$ cat config.mk
export PLATFORM = sky130hd
export DESIGN_NAME = dual_issue_relay_buffer
export DESIGN_NICKNAME = d
export VERILOG_FILES = /design/src/rtl/dual_issue_relay_buffer.sv
export SDC_FILE = /design/constraint.sdc
export NUM_CORES = 1
export LEC_CHECK = 0
export BUFFER_PORTS_ARGS = -buffer_cell sky130_fd_sc_hd__buf_2
export CORE_MARGIN = 2
export CORE_UTILIZATION = 26
export CTS_BUF_LIST = sky130_fd_sc_hd__clkbuf_4 sky130_fd_sc_hd__clkbuf_8
export DETAILED_ROUTE_END_ITERATION = 16
export HOLD_SLACK_MARGIN = 0.15
export SLEW_MARGIN = 0
export SYNTH_ARGS = -nofsm -noshare
export SYNTH_HDL_FRONTEND = slang
export SYNTH_SLANG_ARGS = --single-unit
$ cat constraint.sdc
create_clock -name clk -period 8.6 [get_ports clk]
set_input_delay 0.43 -clock clk [delete_from_list [all_inputs] [get_ports clk]]
set_output_delay 0.43 -clock clk [all_outputs]
set_load 0.03 [all_outputs]
$ cat src/rtl/dual_issue_relay_buffer.sv
// Dual-issue relay stage: circular FIFO of single-instruction slots that offers
// the two oldest entries to the execute lanes, demoting to single issue on a hazard.
module dual_issue_relay_buffer #(
   parameter int IW       = 16,
   parameter int DEPTH    = 8,
   parameter int REG_W    = 3,
   parameter int DEST_LSB = 8,
   parameter int SRC1_LSB = 5,
   parameter int SRC2_LSB = 2,
   parameter int IMM_BIT  = 11,
   parameter int DUAL_EN  = 1
) (
   input  logic                       clk,
   input  logic                       rst,
   input  logic                       flush,
   input  logic                       in_valid,
   input  logic                       in_has1,
   input  logic [IW-1:0]              in_instr0,
   input  logic [IW-1:0]              in_instr1,
   output logic                       in_ready,
   input  logic                       out_ready,
   output logic                       out_valid0,
   output logic [IW-1:0]              out_instr0,
   output logic                       out_valid1,
   output logic [IW-1:0]              out_instr1,
   output logic                       issue_single,
   output logic [$clog2(DEPTH):0]     count,
   output logic [15:0]                single_cnt
);

   localparam int PW = $clog2(DEPTH);
   localparam int CW = PW + 1;

   logic [IW-1:0] mem_q [DEPTH];
   logic [PW-1:0] rd_ptr_q, rd_ptr_d, wr_ptr_q, wr_ptr_d;
   logic [PW-1:0] rd_ptr_p1_s, wr_ptr_p1_s;
   logic [CW-1:0] count_q, count_d;
   logic [CW-1:0] push_n_s, pop_n_s;
   logic [15:0]   single_cnt_q, single_cnt_d;
   logic          push_s, pop_s, hazard_s;

   // Register dependency between the older (a) and younger (b) head entries.
   function automatic logic hazard_f(input logic [IW-1:0] a, input logic [IW-1:0] b);
      logic [REG_W-1:0] a_dst, a_s1, a_s2, b_dst, b_s1, b_s2;
      a_dst = a[DEST_LSB +: REG_W];
      a_s1  = a[SRC1_LSB +: REG_W];
      a_s2  = a[SRC2_LSB +: REG_W];
      b_dst = b[DEST_LSB +: REG_W];
      b_s1  = b[SRC1_LSB +: REG_W];
      b_s2  = b[SRC2_LSB +: REG_W];
      hazard_f = (a_dst == b_dst) || (a_dst == b_s1) || (!b[IMM_BIT] && (a_dst == b_s2)) ||
                 (b_dst == a_s1) || (!a[IMM_BIT] && (b_dst == a_s2));
   endfunction

   assign rd_ptr_p1_s  = rd_ptr_q + PW'(1);
   assign wr_ptr_p1_s  = wr_ptr_q + PW'(1);
   assign out_instr0   = mem_q[rd_ptr_q];
   assign out_instr1   = mem_q[rd_ptr_p1_s];
   assign hazard_s     = hazard_f(out_instr0, out_instr1);
   assign out_valid0   = (count_q != CW'(0));
   assign out_valid1   = (DUAL_EN != 0) && (count_q >= CW'(2)) && !hazard_s;
   assign issue_single = (count_q >= CW'(2)) && !out_valid1;
   assign in_ready     = (count_q <= CW'(DEPTH - 2));
   assign count        = count_q;
   assign single_cnt   = single_cnt_q;

   assign push_s   = in_valid && in_ready;
   assign pop_s    = out_ready && out_valid0;
   assign push_n_s = in_has1 ? CW'(2) : CW'(1);
   assign pop_n_s  = out_valid1 ? CW'(2) : CW'(1);

   // Next-state for pointers, occupancy and the single-issue statistic.
   always_comb begin
      rd_ptr_d     = rd_ptr_q;
      wr_ptr_d     = wr_ptr_q;
      count_d      = count_q;
      single_cnt_d = single_cnt_q;
      if (flush) begin
         rd_ptr_d = PW'(0);
         wr_ptr_d = PW'(0);
         count_d  = CW'(0);
      end else begin
         if (push_s) begin
            wr_ptr_d = wr_ptr_q + push_n_s[PW-1:0];
         end else begin
            wr_ptr_d = wr_ptr_q;
         end
         if (pop_s) begin
            rd_ptr_d = rd_ptr_q + pop_n_s[PW-1:0];
         end else begin
            rd_ptr_d = rd_ptr_q;
         end
         count_d = count_q + (push_s ? push_n_s : CW'(0)) - (pop_s ? pop_n_s : CW'(0));
         if (pop_s && issue_single && (single_cnt_q != 16'hFFFF)) begin
            single_cnt_d = single_cnt_q + 16'd1;
         end else begin
            single_cnt_d = single_cnt_q;
         end
      end
   end

   // Control state registers.
   always_ff @(posedge clk or posedge rst) begin
      if (rst) begin
         rd_ptr_q     <= PW'(0);
         wr_ptr_q     <= PW'(0);
         count_q      <= CW'(0);
         single_cnt_q <= 16'd0;
      end else begin
         rd_ptr_q     <= rd_ptr_d;
         wr_ptr_q     <= wr_ptr_d;
         count_q      <= count_d;
         single_cnt_q <= single_cnt_d;
      end
   end

   // Slot storage; contents need no reset since occupancy gates their use.
   always_ff @(posedge clk) begin
      if (push_s && !flush) begin
         mem_q[wr_ptr_q] <= in_instr0;
         if (in_has1) begin
            mem_q[wr_ptr_p1_s] <= in_instr1;
         end
      end
   end

endmodule

Yosys cells after proc, flatten, opt, wreduce, memory -nomap -nowiden
Memory sizes are Yosys's and may differ from the RTL's.
Cells that the tools add are included.

storage, ports and cells
  register bits after elaboration = 26
  RAM bits = 128
  input port bits = 38
  output and inout bits = 56
  logic and storage cells = 57
  memories kept = 1

memories
  name   words  width  rd ports  clocked after Yosys merged registers in  write ports  RTL line  source
  mem_q  8      16     2         0                                        2            34        logic [IW-1:0] mem_q [DEPTH];

operators by class
  $add $sub $neg = 7
  magnitude comparators = 2
  equal/unequal tests = 6
  muxes and demuxes = 14
  bitwise gates (word level) = 1
  reductions and logical operators = 22

operators with widths
  cell                                                  number
  adder 16 x 1 -> 16 bit (second input constant)        1
  inequality test 16 bit (second input constant)        1
  == test 3 bit                                         5
  2-to-1 mux 3 bit                                      4
  logical AND 1 bit                                     9
  2-to-1 mux 2 bit                                      4
  adder 3 x 1 -> 3 bit (second input constant)          2
  adder 3 x 2 -> 3 bit                                  2
  logical NOT 1 bit                                     5
  2-to-1 mux 1 bit                                      5
  adder 4 x 2 -> 4 bit                                  1
  >= comparator 4 x 2 -> 1 bit (second input constant)  1
  <= comparator 4 x 3 -> 1 bit (second input constant)  1
  logical OR 1 bit                                      4
  2-to-1 mux 4 bit                                      1
  nonzero test 2 bit                                    2
  nonzero test 4 bit                                    1
  subtractor 4 x 2 -> 4 bit                             1
  AND reduction 2 bit                                   1
  NOT 1 bit                                             1

Logic depth before layout (Yosys ltp)
Gate-level depths: netlist (run 1).
An unclocked memory read counts as a cell.

  depth in word-level cells = 14
  mapped depth = 18
  depth with buffers taken out = 15

Worst setup path before layout (run 1)
Ideal clock, no wire load.

  path kind = register to register
  start = reg rd_ptr_q[1]
  end = reg count_q[3] (netlist: count[3])
  setup time = 0.132 ns
  data arrival time = 5.315 ns
  required time = 8.468 ns
  path slack = 3.153 ns
  cell stages (with the launch flop) = 18
  buffers on the path = 3
  period minus slack after synthesis = 5.447 ns
  path through = dfrtp_1 -> ha_1 -> buf_2 -> buf_1 -> buf_2 -> mux4_2 -> mux2i_1 -> xnor2_1 -> o32ai_2 -> nor4_1 -> and2_1 -> fa_1 -> inv_1 -> ha_1 -> a21o_1 -> a21oi_1 -> xnor2_1 -> nor2_1

between the ends
  cells in the longest elaborated chain, start to end = 13
  elaborated cells on any way between the ends = 21
  classes of those cells = add/sub: 2; eq/ne: 5; mux: 3; reduce/logical: 10; memory: 1

ends and longest elaborated chain
  what                                                          RTL line  source
  start: declaration                                            35        logic [PW-1:0] rd_ptr_q, rd_ptr_d, wr_ptr_q, wr_ptr_d;
  start signal: assignment                                      110       rd_ptr_q <= rd_ptr_d;
  adder 3 x 1 -> 3 bit                                          55        assign rd_ptr_p1_s = rd_ptr_q + PW'(1);
  memory (8 x 16 bit) *                                         -
  == test 3 bit / logical NOT 1 bit (equally long branches)     51        hazard_f = (a_dst == b_dst) || (a_dst == b_s1) || (!b[IMM_BIT] && (a_dst == b_s2)) ||
  logical OR 1 bit / logical AND 1 bit (equally long branches)  51
  logical OR 1 bit (2 in series)                                51
  logical OR 1 bit *                                            52        (b_dst == a_s1) || (!a[IMM_BIT] && (b_dst == a_s2));
  logical NOT 1 bit *                                           61        assign out_valid1 = (DUAL_EN != 0) && (count_q >= CW'(2)) && !hazard_s;
  logical AND 1 bit *                                           61
  via out_valid1                                                24        output logic out_valid1,
  2-to-1 mux 2 bit *                                            70        assign pop_n_s = out_valid1 ? CW'(2) : CW'(1);
  2-to-1 mux 2 bit *                                            93        count_d = count_q + (push_s ? push_n_s : CW'(0)) - (pop_s ? pop_n_s : CW'(0));
  subtractor 4 x 2 -> 4 bit *                                   93
  2-to-1 mux 4 bit *                                            78        if (flush) begin
  via count_d[3]                                                37        logic [CW-1:0] count_q, count_d;
  end signal: assignment                                        112       count_q <= count_d;
  end: declaration                                              37

The timed path passes the listed nets; every way through them passes the cells marked *.
A chain may end at the register's enable or synchronous reset.

Final worst setup path (run 1)
  start = reg rd_ptr_q[0]
  end = reg count_q[3] (netlist: count[3])

between the ends
  cells in the longest elaborated chain, start to end = 13
  elaborated cells on any way between the ends = 21
  classes of those cells = add/sub: 2; eq/ne: 5; mux: 3; reduce/logical: 10; memory: 1

ends and longest elaborated chain
  what                                                          RTL line
  adder 3 x 1 -> 3 bit                                          55
  memory (8 x 16 bit) *                                         -
  == test 3 bit / logical NOT 1 bit (equally long branches)     51
  logical OR 1 bit / logical AND 1 bit (equally long branches)  51
  logical OR 1 bit (2 in series)                                51
  logical OR 1 bit *                                            52
  logical NOT 1 bit *                                           61
  logical AND 1 bit *                                           61
  2-to-1 mux 2 bit *                                            70
  2-to-1 mux 2 bit *                                            93
  subtractor 4 x 2 -> 4 bit *                                   93
  2-to-1 mux 4 bit *                                            78
  via count_d[3]                                                37

Marked as above.

==> results of run 1 <==
-- kinds of logic (layout without fill, tap and decap cells) --
group,after synthesis,after routing,synth area share (%)
multiplexers,256,256,37.6
flip-flops,154,154,45.7
AND/OR/NAND/NOR,92,92,5.43
buffers and inverters,61,167,2.71
XOR/XNOR,53,53,4.72
AO/OA/AOI/OAI,24,24,1.68
adder cells (fa/ha/maj),15,15,2.21
other,0,1,0
-- final cells by class --
| type | count | area (sq um) |
|---|---|---|
| Clock inverter | 15 | 200 |
| Fill cell | 3812 | 26100 |
| Clock buffer | 17 | 234 |
| Sequential cell | 154 | 4500 |
| Inverter | 22 | 82.6 |
| Tap cell | 511 | 639 |
| Multi-Input combinational cell | 440 | 5150 |
| Timing Repair Buffer | 113 | 616 |
| Antenna cell | 1 | 2.50 |
-- critical path, cell delays in order (launching register included) --
cell,delay (ns)
dfrtp_4,0.63
ha_2,0.89
buf_4,0.47
mux4_2,0.41
xor2_1,0.16
mux4_2,0.45
or4_1,0.55
o31ai_2,0.12
nor4_1,0.20
and2_1,0.26
fa_1,0.49
inv_1,0.07
ha_1,0.29
a21o_1,0.15
a21oi_1,0.17
xnor2_1,0.14
nor2_1,0.05
-- metal layers --
| layer | GRT usage, % | wire length, um |
|---|---|---|
| met1 | 18.9 | 12200 |
| met2 | 24.6 | 13900 |
| met3 | 2.71 | 1230 |
| met4 | 5.33 | 535 |
| met5 | 0 | 35 |
-- through the flow --
step | power [mW] | hold WS (ns) | setup WS, ns | utilization [%]
2_1_floorplan | 2.75 | 0.470 | 3.15 | -
3_3_place_gp | 3.31 | 0.485 | 2.98 | 29.3
3_5_place_dp | 3.33 | 0.480 | 2.94 | 29.3
4_1_cts | 3.94 | 0.244 | 2.94 | 30.5
5_1_grt | 4.13 | 0.298 | 2.63 | 30.5
6_report | 3.87 | 0.213 | 2.98 | 30.5
-- cell usage after synthesis (3+ instances only) --
library cell / count
nand4_1: 3
nor2b_1: 3
mux4_1: 3
fa_1: 4
dfrtp_1: 26
nand2_1: 25
a21oi_1: 5
nor2_1: 16
ha_1: 11
inv_1: 22
edfxtp_1: 128
nor3b_2: 3
buf_2: 12
clkbuf_1: 17
mux2i_1: 30
o22ai_1: 7
xor2_1: 39
o21ai_0: 4
buf_1: 6
nor3_1: 4
nand2b_1: 7
xnor2_1: 14
and2_1: 3
nor4_1: 4
or3_1: 5
nand3_1: 8
mux4_2: 72
mux2_2: 150
-- layout by cell type, fill, tap and decap left out, drive strengths merged --
cell      synthesis  routed
clkinv            0       5
dfrtp            26      26
o31ai             3       3
and3              2       2
or3               5       5
or4               1       1
clkbuf           17      17
a21oi             5       5
a311o             1       1
mux2            151     151
o32ai             1       1
bufinv            0       1
fa                4       4
diode             0       1
xor2             39      39
o21ai             4       4
xnor2            14      14
buf              22     113
nand3             8       8
o22ai             7       7
mux2i            30      30
and2              3       3
nor4              6       6
a31oi             1       1
o2111ai           1       1
edfxtp          128     128
nor2b             3       3
nor3b             3       3
or2               2       2
inv              22      29
ha               11      11
nand4             3       3
nor2             16      16
clkinvlp          0       2
nand2            25      25
nor3              7       7
nor4b             1       1
mux4             75      75
nand2b            7       7
a21o              1       1
-- worst max-delay path by stage --
stage,start,end,depth (start not counted)
CTS,rd_ptr_q[0],count[3],16
finish,rd_ptr_q[0],count[3],16
floorplan,rd_ptr_q[1],count[3],17
detailed placement,rd_ptr_q[0],count[3],16
global route,rd_ptr_q[0],count[3],16
global placement,rd_ptr_q[0],count[3],16
-- state kept, by name, summed over array words and instances, names as in the netlist --
name	flops
wr_ptr_q	3
count	4
rd_ptr_q	3
single_cnt	16
mem_q	128
-- where the power goes --
| part | leakage [nW] | internal [mW] | switching, mW |
|---|---|---|---|
| sequential | 1.51 | 0.868 | 0.0573 |
| combinational | 2.31 | 0.937 | 1.41 |
| clock | 0.210 | 0.252 | 0.352 |
| total | 4.03 | 2.06 | 1.82 |
==> key figures, run 1 <==
Placement
  • I/O Buffers: 93
  • Post-Place Cells: 1240
  • Placer Congestion: 0.777
  • Placed inst area: 11000 sq um
  • Post-DP HPWL: 17.9 mm

Floorplan
  • DIE AREA: 39400 sq um
  • Top Ports: 94
  • Die Width: 199 um
  • Starting Density: 26.3%
  • Row count: 71
  • Core Area: 37500 sq um
  • Die Ht: 199 um

Route
  • Routed WL: 27.9 mm
  • DRT iter0 DRCs: 547
  • DR vias/cell: 4.93
  • Post-DRT Antenna Nets: 0
  • Avg WL per Cell: 21.9 um
  • DRT Pass-1 Iters: 5
  • # DRC: 0
  • Detailed-route via count: 6272

Setup path
  • Worst setup path class: register to register
  • Worst R2R Start: rd_ptr_q[0]
  • Worst-path fanout max: 27
  • Worst Path Required: 8.96 ns
  • Reg2Reg Setup Slack: 2.98 ns
  • CP startpoint kind: register
  • R2r endpoint: count[3]
  • Reg2reg path depth: 16
  • Worst EP arrival: 5.98 ns
  • Crit. End Element: register

Min path
  • Hold WC Path Type: input pin to asynchronous set/reset pin

STA
  • RSZ-0062 raised after global routing: false
  • TNS Setup: 0 ns
  • Setup violations, final: 0
  • Period utilisation layout: 65.4%
  • Final Hold Viols: 0
  • Fmax achieved: 0.178 GHz
  • Tmin final: 5.62 ns
  • Measured slew at the worst slew-check pin: 1.17 ns
  • Max Clock Skew: 0.0207 ns
  • Slew Limit Fails: 0
  • Slew margin rel.: 22.2%

Clocking
  • H-tree Lvls: 4
  • CTS hold repair buffers: 0
  • TritonCTS Buffers: 17
  • Clock Sinks: 154
  • Clk buf depth: 2
  • CTS tree: done
  • Clock latency on the worst-skew pair: 0.48 ns
  • Setup Buffers After CTS: 0
  • Clk slew on worst S/H paths: 0.10 ns
  • Resized cells post-CTS: 0
  • Root Driver: clkbuf_8

Power
  • Peak supply drop: 0.254 mV
  • Cell area power density: 339 nW/um^2
  • Leak: 4.03 nW

Synth
  • Syn_nets: 708
  • Avg Inst Size Synth: 15.0 sq um
  • Biggest area consumer among synthesized cells: edfxtp_1
  • Post-synthesis cell count: 655
  • Synth Flop Type: edfxtp_1
  • EDFF count, synth: 128
  • Mapped cell area: 9840 sq um
  • Area share of the largest cell type after synthesis: 39.0%
  • Number of distinct library cells after synthesis: 45
  • Asr flop ratio synth: 16.9%
  • Syn. warnings: 0
  • Largest cells by area after synthesis: edfxtp_1 39%, mux2_2 17%, mux4_2 16%
  • Register area share after synthesis: 45.7%
  • Seq cells post-synth: 154

GRT
  • Gr usage total: 14.7%
  • First-pass GRT wire length: 42.0 mm
  • Vias in the first global route: 6497
  • Maximum number of pins on one net before global-route repair: 53
  • Antenna violations before repair: 4
  • Total gr overflow: 0

Finish
  • Final-stage net count: 801
  • Share of layout cells above drive strength 1: 51.5%
  • Post-route design area: 11400 sq um
  • Final std cells w/o fill: 1273
  • Area Overhead vs Synth: 16.0%

Run
  • Max-Cap Viols: 0

Outcome
  • Status: finished, final reports clean
No activity file was read; power rests on OpenSTA's default activity.
==> run 2: changes to the inputs <==
Settings changed: ABC_AREA set to 1.
Clock period 8.6 ns to 5.5 ns, I/O delays scaled along.
==> run 2 against run 1 <==
Combinational power rose by 16%. Sequential power rose by 56%. Hold slack got worse by 0.018 ns. Via count rose by 52%. Sequential cell count did not move. Synthesized area rose by 4.4%. Die area rose by 4.3%. Largest cell class unchanged.
==> key figures, run 2 <==
STA
  • Final Hold Viols: 0
  • Slew margin rel.: 38.5%
  • Max Clock Skew: 0.0169 ns
  • Fmax achieved: 0.210 GHz
  • Setup violations, final: 0
  • Measured slew at the worst slew-check pin: 0.918 ns
  • Tmin final: 4.76 ns
  • RSZ-0062 raised after global routing: false
  • TNS Setup: 0 ns
  • Period utilisation layout: 86.5%
  • Slew Limit Fails: 0

Floorplan
  • Core Area: 38800 sq um
  • DIE AREA: 41100 sq um
  • Die Width: 203 um
  • Starting Density: 26.5%
  • Row count: 72
  • Die Ht: 203 um
  • Top Ports: 94

Clocking
  • Clk slew on worst S/H paths: 0.10 ns
  • Clock latency on the worst-skew pair: 0.47 ns
  • Setup Buffers After CTS: 0
  • Clk buf depth: 2
  • Clock Sinks: 154
  • H-tree Lvls: 4
  • TritonCTS Buffers: 17
  • Resized cells post-CTS: 0
  • CTS tree: done
  • Root Driver: clkbuf_8

Route
  • Detailed-route via count: 9544
  • DR vias/cell: 4.81
  • # DRC: 0
  • Post-DRT Antenna Nets: 0
  • Routed WL: 32.5 mm
  • DRT iter0 DRCs: 876
  • Avg WL per Cell: 16.4 um
  • DRT Pass-1 Iters: 6

Synth
  • Syn. warnings: 0
  • Count leader, synth: nand2_1
  • Avg Inst Size Synth: 7.31 sq um
  • EDFF count, synth: 128
  • Asr flop ratio synth: 16.9%
  • Largest cells by area after synthesis: edfxtp_1 37%, nand2_1 18%, o21ai_0 9.4%
  • Synth cell count leaders: 506 x nand2_1, 194 x o21ai_0, 143 x inv_1
  • Area share of the largest cell type after synthesis: 37.4%
  • Post-synthesis cell count: 1406
  • Biggest area consumer among synthesized cells: edfxtp_1
  • Number of distinct library cells after synthesis: 38
  • Synth Flop Type: edfxtp_1
  • Syn_nets: 1459
  • Mapped cell area: 10300 sq um
  • Seq cells post-synth: 154
  • Register area share after synthesis: 43.7%

Placement
  • Placer Congestion: 0.871
  • Post-DP HPWL: 22.5 mm
  • I/O Buffers: 93
  • Placed inst area: 11100 sq um

Finish
  • Most frequent cells in the layout: 506 x nand2_1, 186 x o21ai_0, 143 x inv_1
  • Area Overhead vs Synth: 11.9%
  • Final-stage net count: 1505
  • Commonest non-fill, non-tap cell in the layout: nand2_1
  • Reg with most FFs: mem_q
  • Post-route design area: 11500 sq um
  • Share of layout cells above drive strength 1: 12.2%
  • # fillers: 4142
  • Max reg flops: 128

GRT
  • Gr usage total: 15.8%
  • Antenna violations before repair: 2
  • Maximum number of pins on one net before global-route repair: 90
  • Vias in the first global route: 8809
  • First-pass GRT wire length: 50.4 mm
  • Total gr overflow: 0

Run
  • Max-Cap Viols: 0

Setup path
  • Worst-path fanout max: 60
  • Reg2reg path depth: 20
  • CP most frequent cell: nand2_1
  • Crit. End Element: register
  • Slowest CP cell: xnor2_2
  • Worst EP arrival: 5.14 ns
  • R2r endpoint: count[3]
  • Crit-path cells: ha_1 > xnor2_2 > buf_4 > nand3_1 > nand2_1 > nand2_1 > nand2_1 > nor2_1 > nand2_1 > nand3_1 > nor2_2 > nand2_1 > nor2_1 > fa_1 > inv_1 > ha_1 > a21o_1 > a21oi_1 > o21ai_0 > a21oi_1
  • Crit-path max cell delay: 0.73 ns
  • CP startpoint kind: register
  • Worst Path Required: 5.89 ns
  • Worst setup path class: register to register
  • Reg2Reg Setup Slack: 0.74 ns
  • Worst R2R Start: rd_ptr_q[0]

Power
  • Cell area power density: 433 nW/um^2
  • Leak: 5.37 nW
  • Peak supply drop: 0.353 mV
  • Tot Pwr: 4.98 mW

Min path
  • Hold depth: 3
  • Hold WC Path Type: input pin to register
  • HP Start: in_instr0[3]
  • WHS Endpoint: mem_q[3][3]

Outcome
  • Status: finished, final reports clean
[run 2: cell types whose count changed in the layout (fill, tap and decap cells not counted), sizes merged, moves of 10 or more]
cell | before | now
o21ai | 4 | 196
a21oi | 5 | 39
o211ai | 0 | 10
mux2i | 30 | 0
nor2 | 16 | 52
nand2 | 25 | 512
nand3 | 8 | 120
nand4 | 3 | 23
a31oi | 1 | 13
xor2 | 39 | 8
mux2 | 151 | 0
inv | 29 | 155
mux4 | 75 | 0
[run 2: worst max-delay path by stage]
stage | startpoint | to
final | rd_ptr_q[0] | count[3]
after global placement | rd_ptr_q[0] | count[3]
after global routing | rd_ptr_q[0] | count[3]
after CTS | rd_ptr_q[0] | count[3]
after detailed placement | rd_ptr_q[0] | count[3]
after floorplan | count[3] | mem_q[0][0]
[run 2: stage by stage]
| step | std cells | util (%) | hold slack, ns | setup WS, ns |
|---|---|---|---|---|
| 3_3_place_gp | 1949 | 28.6 | 0.360 | 0.824 |
| 5_1_grt | 1984 | 29.6 | 0.171 | 0.403 |
| 2_1_floorplan | 1406 | - | 0.315 | 1.96 |
| 6_report | 1984 | 29.6 | 0.195 | 0.744 |
| 4_1_cts | 1983 | 29.6 | 0.170 | 0.716 |
| 3_5_place_dp | 1949 | 28.6 | 0.362 | 0.748 |
[run 2: timing repair]
action	4_1_cts	5_1_grt
setup endpoints to repair	0	0
hold buffers	2	0
hold endpoints to repair	28	0
[run 2: area by class of cell]
class,count,area [sq um],area share (%)
Clock inverter,15,134,1.16
Timing Repair Buffer,123,708,6.16
Antenna cell,1,2.50,0.0218
Sequential cell,154,4500,39.1
Clock buffer,17,234,2.03
Inverter,148,556,4.83
Multi-Input combinational cell,1008,4720,41.1
Tap cell,518,648,5.63
[run 2: cell families (layout without fill, tap and decap cells)]
logic type | Yosys count | count (layout) | synth area share (%)
adder cells (fa/ha/maj) | 15 | 15 | 2.12
XOR/XNOR | 16 | 16 | 1.44
other | 0 | 1 | 0
AND/OR/NAND/NOR | 715 | 715 | 28.9
AO/OA/AOI/OAI | 262 | 262 | 13.3
buffers and inverters | 244 | 303 | 10.6
flip-flops | 154 | 154 | 43.7
[run 2: critical path: cells and delay by family, from the launching register on]
family	cells	cell delay (ns)
xor+xnor	1	0.73
buf+inv	2	0.47
compound gates	4	0.56
flops	1	0.71
simple gates	10	1.11
fa+ha+maj	3	1.05
[run 2: routing by layer]
metal	vias to the layer above	track usage [%]	routed length (um)	share of wire [%]
met5	-	0	11	0.034
met4	2	4.38	482	1.5
met2	329	25.8	15200	47
met3	30	2.36	1820	5.6
li1	4703	-	-	-
met1	4480	21.9	15000	46
[run 2: where the power goes]
part | total (mW) | switching (mW) | leakage [nW] | internal (mW)
combinational | 2.71 | 1.98 | 3.68 | 0.732
clock | 0.833 | 0.503 | 0.186 | 0.330
sequential | 1.44 | 0.0848 | 1.51 | 1.35
total | 4.98 | 2.57 | 5.37 | 2.41
==> run 3: changes to the inputs <==
Settings changed: CTS_BUF_LIST sky130_fd_sc_hd__clkbuf_4 sky130_fd_sc_hd__clkbuf_8 to sky130_fd_sc_hd__clkbuf_4 sky130_fd_sc_hd__clkbuf_8 sky130_fd_sc_hd__clkbuf_16, PLACE_DENSITY set to 0.49.
==> run 3 against run 2 <==
Final cell count shrank 0.20%. Sequential cell count is the same. Wire length rose by 7.5%. Sequential share of layout area fell by 0.93 points. Final area increased by 2.4%. First-iteration DRC count increased by 7.5%. Die area unchanged. Combinational power about the same. Largest power group unchanged.
==> key figures, run 3 (synthesized netlist as in run 2, its figures left out) <==
Outcome
  • Status: finished, final reports clean

STA
  • Period utilisation layout: 82.9%
  • Tmin final: 4.56 ns
  • RSZ-0062 raised after global routing: false
  • Slew margin rel.: 31.2%
  • Max Clock Skew: 0.0139 ns
  • Fmax achieved: 0.219 GHz
  • Setup violations, final: 0
  • Slew Limit Fails: 0
  • Final Hold Viols: 0
  • TNS Setup: 0 ns
  • Measured slew at the worst slew-check pin: 1.03 ns

Route
  • DRT Pass-1 Iters: 5
  • Routed WL: 35.0 mm
  • Post-DRT Antenna Nets: 0
  • Avg WL per Cell: 17.7 um
  • Detailed-route via count: 9476
  • DRT iter0 DRCs: 942
  • DR vias/cell: 4.79
  • # DRC: 0

GRT
  • Maximum number of pins on one net before global-route repair: 98
  • First-pass GRT wire length: 53.3 mm
  • Vias in the first global route: 8786
  • Antenna violations before repair: 1
  • Gr usage total: 17.1%
  • Total gr overflow: 0

Floorplan
  • Core Area: 38800 sq um
  • Die Width: 203 um
  • Starting Density: 26.5%
  • Die Ht: 203 um
  • DIE AREA: 41100 sq um
  • Top Ports: 94
  • Row count: 72

Setup path
  • Crit. End Element: register
  • CP top delay family: simple AND/OR/NAND/NOR gates
  • Worst EP arrival: 4.92 ns
  • Crit-path cells: ha_1 > xnor2_2 > buf_4 > nand3_1 > nand2_1 > nand2_1 > nand2_1 > nor2_1 > nand2_1 > nand3_1 > nor2_2 > nand2_1 > nor2_1 > fa_1 > inv_1 > ha_1 > a21o_1 > a21oi_1 > o21ai_0 > a21oi_1
  • Crit path buffers/inverters: 2
  • Crit-path max cell delay: 0.68 ns
  • Worst-path fanout max: 52
  • CP startpoint kind: register
  • Slowest CP cell: dfrtp_4
  • Worst setup path class: register to register
  • CP most frequent cell: nand2_1
  • Worst Path Required: 5.86 ns

Power
  • Comb power frac: 50.1%
  • Pint: 2.82 mW
  • Clock share of power: 23.5%
  • Peak supply drop: 0.397 mV
  • Sw frac: 48.2%
  • Leak: 5.49 nW
  • Tot Pwr: 5.45 mW
  • Net Switching: 2.63 mW
  • Cell area power density: 463 nW/um^2
  • Seq pwr share: 26.3%

Min path
  • Hold WC Path Type: input pin to register

Finish
  • Final std cells w/o fill: 1980
  • Max reg flops: 128
  • Most frequent cells in the layout: 506 x nand2_1, 186 x o21ai_0, 143 x inv_1
  • ANT cells: 0
  • Area Overhead vs Synth: 14.6%
  • Commonest non-fill, non-tap cell in the layout: nand2_1
  • # fillers: 4141
  • Post-route design area: 11800 sq um
  • Share of layout cells above drive strength 1: 12.3%
  • Reg with most FFs: mem_q
  • Final-stage net count: 1502

Clocking
  • Clock latency on the worst-skew pair: 0.44 ns
  • CTS tree: done
  • Clock Sinks: 154
  • TritonCTS Buffers: 17
  • Clk slew on worst S/H paths: 0.07 ns
  • Setup Buffers After CTS: 0
  • Clk buf depth: 2
  • H-tree Lvls: 4
  • Root Driver: clkbuf_16
  • Resized cells post-CTS: 0

Run
  • Max-Cap Viols: 0

Placement
  • Placed inst area: 11100 sq um
  • Post-DP HPWL: 22.9 mm
  • Placer Congestion: 0.823
  • I/O Buffers: 93
  • Post-Place Cells: 1946
[run 3: stage by stage]
stage	hold slack, ns	setup WS (ns)	utilization [%]
2_1_floorplan	0.315	1.96	-
3_3_place_gp	0.368	0.972	28.7
3_5_place_dp	0.372	0.913	28.7
4_1_cts	0.183	0.879	30.3
5_1_grt	0.235	0.580	30.3
6_report	0.212	0.941	30.3
[run 3: worst min-delay path: cells and delay by family]
| family | cells | cell delay, ns |
|---|---|---|
| AO/OA/AOI/OAI | 1 | 0.07 |
| AND/OR/NAND/NOR | 2 | 0.19 |
| buffers and inverters | 1 | 0.08 |
[run 3: worst paths after layout]
check                              start            end  slack, ns  cells past startpoint
hold reg to reg            single_cnt[1]  single_cnt[1]       0.56                      2
setup / recovery             rd_ptr_q[0]       count[3]       0.94                     20
setup reg to reg             rd_ptr_q[0]       count[3]       0.94                     20
hold / removal                  in_valid    wr_ptr_q[1]       0.21                      4
min in group asynchronous            rst       count[0]       0.44                      4
max in group asynchronous            rst    rd_ptr_q[0]       4.74                      4
[run 3: area by class of cell]
| class | instances | area [sq um] | area share (%) |
|---|---|---|---|
| multi-input cells | 1008 | 4760 | 40.4 |
| flip-flops and latches | 154 | 4500 | 38.2 |
| repair buffers | 120 | 698 | 5.92 |
| well taps | 518 | 648 | 5.50 |
| inverters | 148 | 556 | 4.71 |
| clock buffers | 17 | 425 | 3.61 |
| clock inverters | 15 | 200 | 1.70 |
[run 3: what timing repair did]
item	4_1_cts	5_1_grt
hold endpoints to repair	28	0
setup endpoints to repair	0	0
hold buffers	2	0
[run 3: power by group through the flow]
stage	logic [mW]	registers (mW)	clock network, mW
floorplan	1.96	1.46	0
global placement	2.72	1.46	0
detailed placement	2.74	1.46	0
CTS	2.75	1.44	1.31
global route	3.03	1.45	1.35
finish	2.74	1.44	1.28
[run 3: per-layer routing]
| layer | share of wire [%] | wire length, um | vias to the layer above | track usage [%] |
|---|---|---|---|---|
| met1 | 47 | 16400 | 4400 | 23.6 |
| met3 | 5.4 | 1890 | 56 | 2.78 |
| met2 | 45 | 15800 | 319 | 27.2 |
| met4 | 2.4 | 838 | 2 | 5.94 |
| met5 | 0.037 | 13 | - | 0 |
| li1 | - | - | 4699 | - |
